File: src/rtl/m68k_cycle_req.sv
// m68k_cycle_req: turns asynchronous 68000 bus strobes into a held,
// single-cycle-qualified request for the downstream cpu bus-interface stage,
// and answers the 68k with DTACK on acknowledge or BERR on timeout.
module m68k_cycle_req #(
    parameter int SYNC_STAGES = 2,
    parameter int SETTLE      = 1,
    parameter int TIMEOUT     = 255,
    parameter int TO_W        = 8
) (
    input  logic       sys_clk,
    input  logic       reset,
    input  logic       asl,
    input  logic       udsl,
    input  logic       ldsl,
    input  logic       m68k_rw,
    input  logic       sel,
    input  logic       dtackl,
    output logic       dreqin,
    output logic [1:0] sizin,
    output logic       rwin,
    output logic [1:0] lane,
    output logic       dtack68l,
    output logic       berrl,
    output logic       busy
);

    localparam int SET_W = (SETTLE > 1) ? $clog2(SETTLE) : 1;

    typedef enum logic [1:0] {
        ST_IDLE,
        ST_SETTLE,
        ST_REQ,
        ST_HOLD
    } state_t;

    state_t r_state;
    state_t w_nextState;

    logic [SYNC_STAGES-1:0] r_asSync;
    logic [SYNC_STAGES-1:0] r_udsSync;
    logic [SYNC_STAGES-1:0] r_ldsSync;
    logic [SYNC_STAGES-1:0] r_rwSync;
    logic                   r_asPrev;

    logic [SET_W-1:0] r_settleCnt;
    logic [SET_W-1:0] w_settleCntNext;
    logic [TO_W-1:0]  r_toCnt;
    logic [TO_W-1:0]  w_toCntNext;
    logic [TO_W-1:0]  w_toCntInc;
    logic             r_err;
    logic             w_errNext;
    logic             w_capture;

    logic             r_dreqin;
    logic [1:0]       r_sizin;
    logic             r_rwin;
    logic [1:0]       r_lane;
    logic             r_dtack68l;
    logic             r_berrl;
    logic             r_busy;

    logic w_asS;
    logic w_udsS;
    logic w_ldsS;
    logic w_rwS;
    logic w_asFall;

    assign w_asS      = r_asSync[SYNC_STAGES-1];
    assign w_udsS     = r_udsSync[SYNC_STAGES-1];
    assign w_ldsS     = r_ldsSync[SYNC_STAGES-1];
    assign w_rwS      = r_rwSync[SYNC_STAGES-1];
    assign w_asFall   = ~w_asS & r_asPrev;
    assign w_toCntInc = r_toCnt + TO_W'(1);

    // Bring the asynchronous 68k strobes into the sys_clk domain, idling inactive-high.
    always_ff @(posedge sys_clk) begin
        if (reset) begin
            r_asSync  <= '1;
            r_udsSync <= '1;
            r_ldsSync <= '1;
            r_rwSync  <= '1;
            r_asPrev  <= 1'b1;
        end else begin
            r_asSync  <= {r_asSync[SYNC_STAGES-2:0], asl};
            r_udsSync <= {r_udsSync[SYNC_STAGES-2:0], udsl};
            r_ldsSync <= {r_ldsSync[SYNC_STAGES-2:0], ldsl};
            r_rwSync  <= {r_rwSync[SYNC_STAGES-2:0], m68k_rw};
            r_asPrev  <= w_asS;
        end
    end

    // Decide the next sequencer state, counter values and when to capture the transfer attributes.
    always_comb begin
        w_nextState     = r_state;
        w_settleCntNext = r_settleCnt;
        w_toCntNext     = r_toCnt;
        w_errNext       = r_err;
        w_capture       = 1'b0;
        case (r_state)
            ST_IDLE: begin
                if (w_asFall && sel) begin
                    w_nextState     = ST_SETTLE;
                    w_settleCntNext = '0;
                end
            end
            ST_SETTLE: begin
                if (w_asS) begin
                    w_nextState = ST_IDLE;
                end else if (r_settleCnt >= SET_W'(SETTLE - 1)) begin
                    if (!w_udsS || !w_ldsS) begin
                        w_nextState = ST_REQ;
                        w_capture   = 1'b1;
                        w_toCntNext = '0;
                        w_errNext   = 1'b0;
                    end
                end else begin
                    w_settleCntNext = r_settleCnt + SET_W'(1);
                end
            end
            ST_REQ: begin
                w_toCntNext = w_toCntInc;
                if (!dtackl) begin
                    w_nextState = ST_HOLD;
                    w_errNext   = 1'b0;
                end else if (w_toCntInc == TO_W'(TIMEOUT)) begin
                    w_nextState = ST_HOLD;
                    w_errNext   = 1'b1;
                end
            end
            ST_HOLD: begin
                if (w_asS) begin
                    w_nextState = ST_IDLE;
                    w_errNext   = 1'b0;
                end
            end
            default: begin
                w_nextState = ST_IDLE;
            end
        endcase
    end

    // Register state and drive every output from the next state so the 68k and downstream see clean flops.
    always_ff @(posedge sys_clk) begin
        if (reset) begin
            r_state     <= ST_IDLE;
            r_settleCnt <= '0;
            r_toCnt     <= '0;
            r_err       <= 1'b0;
            r_dreqin    <= 1'b0;
            r_sizin     <= 2'b00;
            r_rwin      <= 1'b1;
            r_lane      <= 2'b00;
            r_dtack68l  <= 1'b1;
            r_berrl     <= 1'b1;
            r_busy      <= 1'b0;
        end else begin
            r_state     <= w_nextState;
            r_settleCnt <= w_settleCntNext;
            r_toCnt     <= w_toCntNext;
            r_err       <= w_errNext;
            r_dreqin    <= (w_nextState == ST_REQ);
            r_busy      <= (w_nextState != ST_IDLE);
            r_dtack68l  <= ~((w_nextState == ST_HOLD) && !w_errNext);
            r_berrl     <= ~((w_nextState == ST_HOLD) && w_errNext);
            if (w_capture) begin
                r_lane  <= {~w_udsS, ~w_ldsS};
                r_sizin <= (!w_udsS && !w_ldsS) ? 2'b01 : 2'b00;
                r_rwin  <= w_rwS;
            end else if ((r_state == ST_HOLD) && (w_nextState == ST_IDLE)) begin
                r_lane  <= 2'b00;
            end
        end
    end

    assign dreqin   = r_dreqin;
    assign sizin    = r_sizin;
    assign rwin     = r_rwin;
    assign lane     = r_lane;
    assign dtack68l = r_dtack68l;
    assign berrl    = r_berrl;
    assign busy     = r_busy;

endmodule
File: config.mk
export PLATFORM = sky130hd
export DESIGN_NAME = m68k_cycle_req
export DESIGN_NICKNAME = d
export VERILOG_FILES = /design/src/rtl/m68k_cycle_req.sv
export SDC_FILE = /design/constraint.sdc
export NUM_CORES = 1
export LEC_CHECK = 0
export BUFFER_PORTS_ARGS = -buffer_cell sky130_fd_sc_hd__buf_2
export CORE_MARGIN = 4
export CORE_UTILIZATION = 59
export DETAILED_ROUTE_END_ITERATION = 10
export GPL_TIMING_DRIVEN = 0
export PLACE_DENSITY_LB_ADDON = 0.3
export SYNTH_ARGS = -nofsm -noshare
export SYNTH_HDL_FRONTEND = slang
export SYNTH_SLANG_ARGS = --single-unit
File: constraint.sdc
create_clock -name sys_clk -period 4.1 [get_ports sys_clk]
set_clock_uncertainty 0.2 [all_clocks]
set_input_delay 0.41 -clock sys_clk [delete_from_list [all_inputs] [get_ports sys_clk]]
set_output_delay 0.41 -clock sys_clk [all_outputs]
set_load 0.05 [all_outputs]
==> flow_summary_export.csv <==
group,metric,value,unit
run_status,status,"finished clean",
setup_path,worstSetupEndpointType,"register",
grt,grt_pass1_wl,4060,um
setup_path,start_kind,"register",
final_layout,diodes,0,
clock_tree,cts_setup_buffers,0,
drt,drtPass1Iterations,4,
die,core_area,1980,um^2
clock_tree,cts_root_buffer,"clkbuf_4",
final_layout,area_delta_synth_final,13.0,%
drt,drcViolationCount,0,
setup_path,critical_path_buf_inv_count,0,
logic_synthesis,syn_avg_cell_area,8.06,um^2
logic_synthesis,synth_enable_flop_cells,0,
drt,drtAntennaViolNets,0,
logic_synthesis,synth-seq-cells,28,
power,p_total,484,uW
place,placed_area,1350,um^2
min_path,hold_path.class,"in2reg",
drt,drtIter0Drc,38,
power,p_per_area,345,nW/um^2
setup_path,cp_top_family,"compound AO/OA/AOI/OAI gates",
clock_tree,ctsResizeCount,0,
setup_path,cp.depth,6,
timing,hold_violations,0,
drt,drt-total-wl,2390,um
logic_synthesis,synth_fp_nets,164,
setup_path,cp_data_required_time,4130,ps
logic_synthesis,synth_top_cell_area_share,45.2,%
final_layout,drive_above_1_share,19.1,%
setup_path,critPathKind,"reg2reg",
timing,worst_pin_slew,536,ps
logic_synthesis,synthArstFlopShare,0,%
setup_path,critPathSlowestCell,"dfxtp_1",
grt,grt_usage,19.7,%
die,fp.dieW,53.9,um
setup_path,r2r_cells,6,
setup_path,path_cells,"ha_1 > and3_1 > xnor2_1 > a211oi_2 > nand2_1 > a221o_1",
timing,slew_headroom,64.3,%
clock_tree,cts_tree,"done",
die,initial_core_util,62.6,%
place,dp_slack,2110,ps
setup_path,crit_path_max_fanout,6,
grt,antenna_found_initial,0,
timing,timing.final.crit_share,49.5,%
die,die_y,53.9,um
power,ir_drop,0.000284,V
logic_synthesis,yosysMostFrequentCell,"dfxtp_1",
die,die_area,2900,um^2
die,ios,17,
timing,rsz0062_at_grt,"no",
final_layout,layout.nets,184,
run,maxCapViolations,0,
grt,grt_max_degree,17,
clock_tree,cts_buffers,3,
timing,max_freq,0.493,GHz
setup_path,critPathMaxStageDelay,460,ps
place,portBuffers,15,
logic_synthesis,synth-seq-area-share,45.2,%
place,hpwl,1710,um
logic_synthesis,yosys_warnings,0,
logic_synthesis,syn_area,1240,um^2
clock_tree,clk_latency,320,ps
logic_synthesis,synthCells,154,
timing,finalWorstSetupSlack,2070,ps
power,p_leak,0.000532,uW
grt,overflow,0,
logic_synthesis,ys.flop_type,"dfxtp_1",
timing,holdWs,53.0,ps
logic_synthesis,synth_common_cells,"28 x dfxtp_1, 22 x nor2_1, 19 x a21oi_1, 15 x nand2_1, 9 x or2_2",
logic_synthesis,yosysUniqueCellTypes,33,
clock_tree,cts.sinks,28,
logic_synthesis,yosysTopAreaCell,"dfxtp_1",
die,rows,16,
clock_tree,cts_buffer_depth,2,
clock_tree,postCtsHoldBufs,0,
clock_tree,h-tree-depth,1,
timing,fin_crit,2030,ps
grt,grt_pass1_vias,933,
timing,tns,0,ps
timing,final-setup-viol-count,0,
drt,vias_per_cell,5.42,
timing,drv_slew,0,
drt,routedWlPerCell,12.0,um
min_path,min_path_cells,2,
final_layout,fin_area,1400,um^2
drt,dr_total_vias,1084,
clock_tree,path_clk_slew,140,ps
setup_path,arrival,2060,ps
logic_synthesis,netlist_top_cells_area,"dfxtp_1 45%, a21oi_1 7.7%, nor2_1 6.7%",
place,gp_congestion,0.800,
==> through the flow <==
step | instances | util (%)
after floorplan | 154 | -
after global placement | 196 | 68.1
after detailed placement | 196 | 68.1
after CTS | 200 | 70.8
after global routing | 200 | 70.8
final | 200 | 70.8
==> cell type report <==
class / count / area [um^2]
Multi-Input combinational cell: 115 / 636
Fill cell: 157 / 579
Sequential cell: 28 / 561
Timing Repair Buffer: 15 / 75.1
Buffer: 8 / 33.8
Tap cell: 27 / 33.8
Clock inverter: 1 / 30.0
Clock buffer: 3 / 22.5
Inverter: 3 / 11.3
==> registers in the layout, indices dropped and copies added (netlist names) <==
register / cells
r_state: 2
dtack68l: 1
r_rwSync: 2
r_ldsSync: 2
lane: 2
rwin: 1
r_asPrev: 1
r_toCnt: 8
r_err: 1
busy: 1
sizin: 1
berrl: 1
r_asSync: 2
dreqin: 1
r_udsSync: 2
==> worst paths after layout <==
check	slack [ps]	start	end
setup / recovery	2070	r_toCnt[0]	berrl
hold / removal	50	m68k_rw	r_rwSync[0]
setup reg to reg	2070	r_toCnt[0]	berrl
hold reg to reg	230	r_rwSync[0]	r_rwSync[1]
==> layout by cell type, fill, tap and decap left out, types with 2 or more instances in the layout <==
cell type,synthesis,final
or3_1,4,4
o21ai_0,6,6
nand2b_1,3,3
dfxtp_1,28,28
o21ai_1,2,2
clkbuf_4,0,3
nor2_1,22,22
and3_1,2,2
nand3_1,4,4
nor2b_1,5,5
or2_2,9,9
nor3b_1,3,3
nand2_1,15,15
clkbuf_1,7,7
a31oi_1,3,3
a21oi_1,19,19
buf_2,0,15
ha_1,2,2
nand3b_1,2,2
inv_1,2,2
nor3_1,2,2
==> layer usage <==
| metal | GRT usage [%] | up-vias | wire [um] |
|---|---|---|---|
| met5 | 0 | - | 0 |
| li1 | - | 558 | - |
| met3 | 4.99 | 4 | 130 |
| met1 | 25.5 | 497 | 1140 |
| met2 | 31.3 | 25 | 1080 |
| met4 | 7.66 | 0 | 38 |
==> power breakdown <==
group          switching (uW)  internal [uW]
Combinational            17.1           11.1
Sequential               2.62            277
Clock                    77.7           98.9
Total                    97.4            387
==> cells by family (layout without fill, tap and decap cells) <==
| logic type | Yosys count | count (layout) | synth area share, % |
|---|---|---|---|
| and+or+nand+nor | 73 | 73 | 29.9 |
| AOI/OAI and AO/OA | 37 | 37 | 17.5 |
| DFF | 28 | 28 | 45.2 |
| buffers and inverters | 11 | 30 | 3.63 |
| adders and majority gates | 2 | 2 | 2.02 |
| xor gates and xnor gates | 2 | 2 | 1.41 |
| other | 1 | 1 | 0.302 |
==> worst register-to-register path, stage by stage (launching register included) <==
cell and delay [ps]:
dfxtp_1 460, ha_1 240, and3_1 260, xnor2_1 100, a211oi_2 280, nand2_1 90
a221o_1 310
Power figures use the tool's default switching activity.
